--- src/rtl/nibble_serial_subtractor_ctrl_if.sv ---
// Handshake and data bundle for the nibble-serial subtractor.
//   master: requester drives start/A/B/Bin and observes busy/done/D/Bout/zero
//   slave : the subtractor, which drives the status and result signals
interface nibble_serial_subtractor_ctrl_if #(
  parameter int unsigned NIBBLES = 4
);
  localparam int unsigned W = 4 * NIBBLES;

  logic         start;
  logic [W-1:0] A;
  logic [W-1:0] B;
  logic         Bin;
  logic         busy;
  logic         done;
  logic [W-1:0] D;
  logic         Bout;
  logic         zero;

  modport master (
    output start, A, B, Bin,
    input  busy, done, D, Bout, zero
  );

  modport slave (
    input  start, A, B, Bin,
    output busy, done, D, Bout, zero
  );
endinterface

--- src/rtl/nibble_serial_subtractor_ctrl.sv ---
// Wide subtractor D = A - B - Bin built from one shared 4-bit borrow stage,
// one nibble per clock, LSB nibble first.
//   clk   : rising-edge clock
//   rst_n : asynchronous active-low reset
//   bus   : slave side of nibble_serial_subtractor_ctrl_if
//           (start/A/B/Bin in; busy/done/D/Bout/zero out, all registered)
module nibble_serial_subtractor_ctrl #(
  parameter int unsigned NIBBLES = 4
) (
  input  logic                            clk,
  input  logic                            rst_n,
  nibble_serial_subtractor_ctrl_if.slave  bus
);
  localparam int unsigned W    = 4 * NIBBLES;
  localparam int unsigned IDXW = (NIBBLES > 1) ? $clog2(NIBBLES) : 1;

  typedef enum logic [1:0] {
    S_IDLE = 2'd0,
    S_RUN  = 2'd1,
    S_DONE = 2'd2
  } state_e;

  state_e            state_q;
  logic [W-1:0]      a_q;
  logic [W-1:0]      b_q;
  logic [W-1:0]      d_q;
  logic [IDXW-1:0]   idx_q;
  logic              borrow_q;
  logic              busy_q;
  logic              done_q;
  logic              bout_q;
  logic              zero_q;

  logic [3:0]        nib_a;
  logic [3:0]        nib_b;
  logic [4:0]        diff;
  logic [W-1:0]      d_d;
  logic              last;

  // Shared nibble stage; borrow_q holds the captured Bin for nibble 0.
  always_comb begin
    nib_a = 4'(a_q >> {idx_q, 2'b00});
    nib_b = 4'(b_q >> {idx_q, 2'b00});
    diff  = 5'(nib_a) - 5'(nib_b) - 5'(borrow_q);
    d_d   = d_q;
    d_d[{idx_q, 2'b00} +: 4] = diff[3:0];
    last  = (idx_q == IDXW'(NIBBLES - 1));
  end

  // Sequencer with registered status and result.
  always_ff @(posedge clk or negedge rst_n) begin
    if (!rst_n) begin
      state_q  <= S_IDLE;
      a_q      <= '0;
      b_q      <= '0;
      d_q      <= '0;
      idx_q    <= '0;
      borrow_q <= 1'b0;
      busy_q   <= 1'b0;
      done_q   <= 1'b0;
      bout_q   <= 1'b0;
      zero_q   <= 1'b0;
    end else begin
      case (state_q)
        S_IDLE: begin
          done_q <= 1'b0;
          if (bus.start) begin
            a_q      <= bus.A;
            b_q      <= bus.B;
            borrow_q <= bus.Bin;
            d_q      <= '0;
            idx_q    <= '0;
            busy_q   <= 1'b1;
            state_q  <= S_RUN;
          end
        end
        S_RUN: begin
          d_q      <= d_d;
          borrow_q <= diff[4];
          if (last) begin
            // zero must see the nibble written this cycle, so use d_d.
            bout_q  <= diff[4];
            zero_q  <= (d_d == '0);
            busy_q  <= 1'b0;
            done_q  <= 1'b1;
            state_q <= S_DONE;
          end else begin
            idx_q <= idx_q + IDXW'(1);
          end
        end
        S_DONE: begin
          done_q  <= 1'b0;
          state_q <= S_IDLE;
        end
        default: begin
          busy_q  <= 1'b0;
          done_q  <= 1'b0;
          state_q <= S_IDLE;
        end
      endcase
    end
  end

  assign bus.busy = busy_q;
  assign bus.done = done_q;
  assign bus.D    = d_q;
  assign bus.Bout = bout_q;
  assign bus.zero = zero_q;
endmodule
--- src/flat_wrapper.sv ---
// flat-port wrapper written by rule: the top's interface ports become plain ports
module nibble_serial_subtractor_ctrl_flat 
#(
  parameter int unsigned NIBBLES = 4
)
  (clk, rst_n, bus_start, bus_A, bus_B, bus_Bin, bus_busy, bus_done, bus_D, bus_Bout, bus_zero);
  nibble_serial_subtractor_ctrl_if #(.NIBBLES(NIBBLES)) bus_i ();
  input  logic clk;
  input  logic rst_n;
  input wire logic [$bits(bus_i.start)-1:0] bus_start;
  input wire logic [$bits(bus_i.A)-1:0] bus_A;
  input wire logic [$bits(bus_i.B)-1:0] bus_B;
  input wire logic [$bits(bus_i.Bin)-1:0] bus_Bin;
  output wire logic [$bits(bus_i.busy)-1:0] bus_busy;
  output wire logic [$bits(bus_i.done)-1:0] bus_done;
  output wire logic [$bits(bus_i.D)-1:0] bus_D;
  output wire logic [$bits(bus_i.Bout)-1:0] bus_Bout;
  output wire logic [$bits(bus_i.zero)-1:0] bus_zero;
  assign bus_i.start = bus_start;
  assign bus_i.A = bus_A;
  assign bus_i.B = bus_B;
  assign bus_i.Bin = bus_Bin;
  assign bus_busy = bus_i.busy;
  assign bus_done = bus_i.done;
  assign bus_D = bus_i.D;
  assign bus_Bout = bus_i.Bout;
  assign bus_zero = bus_i.zero;
  nibble_serial_subtractor_ctrl #(.NIBBLES(NIBBLES)) u_core (.clk(clk), .rst_n(rst_n), .bus(bus_i));
endmodule
--- config.mk ---
export PLATFORM = sky130hd
export DESIGN_NAME = nibble_serial_subtractor_ctrl_flat
export DESIGN_NICKNAME = d
export VERILOG_FILES = /design/src/rtl/nibble_serial_subtractor_ctrl_if.sv /design/src/rtl/nibble_serial_subtractor_ctrl.sv /design/src/flat_wrapper.sv
export SDC_FILE = /design/constraint.sdc
export NUM_CORES = 1
export LEC_CHECK = 0
export ABC_AREA = 1
export BUFFER_PORTS_ARGS = -buffer_cell sky130_fd_sc_hd__buf_2
export CAP_MARGIN = 20
export CORE_MARGIN = 1.5
export CORE_UTILIZATION = 55
export CTS_CLUSTER_SIZE = 28
export DETAILED_ROUTE_END_ITERATION = 16
export GPL_ROUTABILITY_DRIVEN = 0
export GPL_TIMING_DRIVEN = 0
export PLACE_DENSITY_LB_ADDON = 0.08
export SLEW_MARGIN = 20
export SYNTH_ARGS = -nofsm -noshare
export SYNTH_HDL_FRONTEND = slang
export SYNTH_SLANG_ARGS = --single-unit
export TNS_END_PERCENT = 100
--- constraint.sdc ---
create_clock -name clk -period 6.68 [get_ports clk]
set_input_delay 0.334 -clock clk [delete_from_list [all_inputs] [get_ports clk]]
set_output_delay 0.334 -clock clk [all_outputs]
set_load 0.005 [all_outputs]
==> summary.md <==
| Metric | Value |
|---|---|
| CP startpoint kind | `flop` |
| Largest net degree at the start of global routing | `58` |
| Lkg Pwr | `1.95 nW` |
| Port Buffers | `55` |
| Top post-synthesis cells by area | `dfrtp_1, nand2_1, nor2_1` |
| Met3 usage | `5.87%` |
| Register area share after synthesis | `48.2%` |
| Max cap viols | `0` |
| Setup ws final | `3.18 ns` |
| Crit path DAT | `3.77 ns` |
| DRC | `0` |
| Max Root-Sink Buffers | `2` |
| Crit path max fanout | `10` |
| Initial core utilization | `57.6%` |
| Count of pins over their slew limit | `0` |
| Yosys cell types | `23` |
| Post-synth EDFFs | `0` |
| GR peak layer | `met2` |
| Final setup viols | `0` |
| Slew headroom | `53.3%` |
| Vias in the first global route | `2708` |
| Power per cell area | `577 nW/um2` |
| Min Tclk post-route | `3.50 ns` |
| Status | `complete, no violations` |
| Global-route wire length before repair | `11.9 mm` |
| Least-Margin Pin Slew | `0.700 ns` |
| Area Overhead vs Synth | `20.1%` |
| Antenna-violating nets left | `0` |
| Die W | `76.4 um` |
| DR iter-0 viols | `149` |
| Syn nets | `434` |
| Fmax | `286 MHz` |
| Global-route usage over all layers | `25.9%` |
| Post-synth top area share | `48.2%` |
| Register bit total from synthesis | `57` |
| Bufs and invs on worst path | `2` |
| Core area | `5140 um2` |
| Final Cycle Share | `52.3%` |
| Syn_area_per_cell | `7.67 um2` |
| Post-Syn Instances | `386` |
| Worst hold slack | `0.0511 ns` |
| Most used cell, CP | `nand2_1` |
| Count leader, synth | `nand2_1` |
| Async set-or-reset flop fraction in the synthesized netlist | `100%` |
| Cells along the critical path | `buf_6 -> clkbuf_1 -> a21oi_1 -> a32o_1 -> fa_1 -> fa_1 -> nand2_1 -> nor2_1 -> a21oi_1 -> nand2_1 -> nor2_1 -> nand2_1 -> nor2_1 -> nand2_1 -> nor2_1 -> nand3_1 -> nand2_1` |
| Unrepaired setup endpoints after global routing | `false` |
| ANT cells | `0` |
| FP Rows | `26` |
| DRT Pass-1 Iters | `5` |
| Peak supply drop | `321 uV` |
| H-tree depth | `3` |
| Critical Path RT | `6.96 ns` |
| Setup Fix Bufs, Post-CTS | `0` |
| Vias/cell | `5.20` |
| Clock sinks | `57` |
| TritonCTS buffer count | `9` |
| Setup total negative slack | `0 ns` |
| WL/cell | `13.1 um` |
| Met1 usage | `31.0%` |
| Top FF cell, synth | `dfrtp_1` |
| Share of cells above drive strength 1 | `17.7%` |
| Grt ovf | `0` |
| Worst-skew pair later-pin latency | `0.33 ns` |
| Critical Path End Type | `flop` |
| Endpoints failing hold | `0` |
| Place WS | `3.26 ns` |
| Synth top cells by count | `nand2_1, dfrtp_1, nor2_1` |
| Hold crit path type | `in -> async` |
| Final worst clock skew | `0.00882 ns` |
| Reg clk slew, reported paths | `0.07 ns` |
| Hold_buf cts | `0` |
| Final wirelength | `6.88 mm` |
| Synthesized area | `2960 um2` |
| Root buffer cell | `clkbuf_8` |
| DIE AREA | `5830 um2` |
| Via Count | `2741` |
| M2 GR Usage | `45.4%` |
| Synth warn | `0` |
| Cell taking the most area after synthesis | `dfrtp_1` |
| Top delay family on crit path | `adder cells` |
| Critical path class | `reg -> reg` |
| DP HPWL | `4.96 mm` |
| Largest stage delay on the critical path | `0.54 ns` |
| TritonCTS clock tree | `done` |
| Chip Height | `76.4 um` |
| Top Ports | `56` |
| Nets@finish | `500` |
| CP max stage cell | `dfrtp_1` |
| Initial antenna violation count | `0` |
| CTS resizes | `0` |
-- per-stage QoR --
step           cells  total power, mW  utilization, %  instance area, um2
2_1_floorplan    386             1.37               -                2960
5_1_grt          527             2.24            69.2                3560
3_5_place_dp     511             1.67            64.7                3330
3_3_place_gp     511             1.64            64.7                3320
4_1_cts          527             2.05            69.2                3560
6_report         527             2.05            69.2                3560
-- path summary, 6_finish.rpt --
check	from	endpoint	slack, ns	cells after the start
worst max-delay path	u_core.idx_q[0]	u_core.bus.zero	3.18	17
worst min-delay path	rst_n	u_core.bus.done	0.05	1
worst max register to register	u_core.idx_q[0]	u_core.bus.zero	3.18	17
worst min register to register	u_core.b_q[6]	u_core.b_q[6]	0.48	2
max in group asynchronous	rst_n	u_core.a_q[4]	6.16	1
min in group clk	bus_A[12]	u_core.a_q[12]	0.19	3
-- area by class of cell --
type	instances	area, um2
multi-input cells	280	1340
repair buffers	55	278
flip-flops and latches	57	1430
clock inverters	5	77.6
fillers	451	1580
inverters	34	128
clock buffers	11	151
plain buffers	15	71.3
well taps	70	87.6
-- sequential cells by signal, summed over array words and instances (netlist names), 2 cells and up --
name / count
u_core.state_q: 2
u_core.bus.D: 16
u_core.a_q: 16
u_core.idx_q: 2
u_core.b_q: 16
-- power breakdown --
part / switching [mW] / total [mW] / leakage, nW / internal [mW]
Combinational: 0.691 / 1.08 / 1.10 / 0.393
Sequential: 0.0986 / 0.597 / 0.730 / 0.498
Clock: 0.142 / 0.371 / 0.115 / 0.229
-- cell families (layout without fill, tap and decap cells) --
| group | Yosys count | in the layout | share of synthesized area, % |
|---|---|---|---|
| AOI/OAI and AO/OA | 45 | 45 | 9.17 |
| and+or+nand+nor | 221 | 221 | 29.8 |
| xor gates and xnor gates | 2 | 2 | 0.592 |
| adders and majority gates | 12 | 12 | 5.58 |
| DFF | 57 | 57 | 48.2 |
| buffers and inverters | 49 | 120 | 6.72 |
-- per-layer routing --
layer | wire length [um] | part of all wire [%] | up-vias
li1 | - | - | 1361
met1 | 2840 | 41 | 1295
met2 | 3590 | 52 | 75
met3 | 344 | 5.0 | 10
met4 | 102 | 1.5 | 0
met5 | 0 | 0 | -
-- worst reg2reg max path, delay by kind of cell, from the launching register on --
kind,cells,cell delay (ns)
buf+inv,2,0.54
simple gates,10,0.85
fa+ha+maj,2,0.95
flops,1,0.54
compound gates,3,0.58
-- cells in the final DEF (no fill, tap or decap), types with 4 or more instances in the layout --
master,Yosys,layout
a21oi_1,7,7
clkbuf_8,0,11
clkbuf_1,13,13
o21ai_0,18,18
dfrtp_1,57,57
nand3_1,23,23
a32o_1,4,4
ha_1,10,10
nor2_1,36,36
nand2_1,154,154
inv_1,32,32
o22ai_1,12,12
buf_2,0,54
No activity file was read; power rests on OpenSTA's default activity.
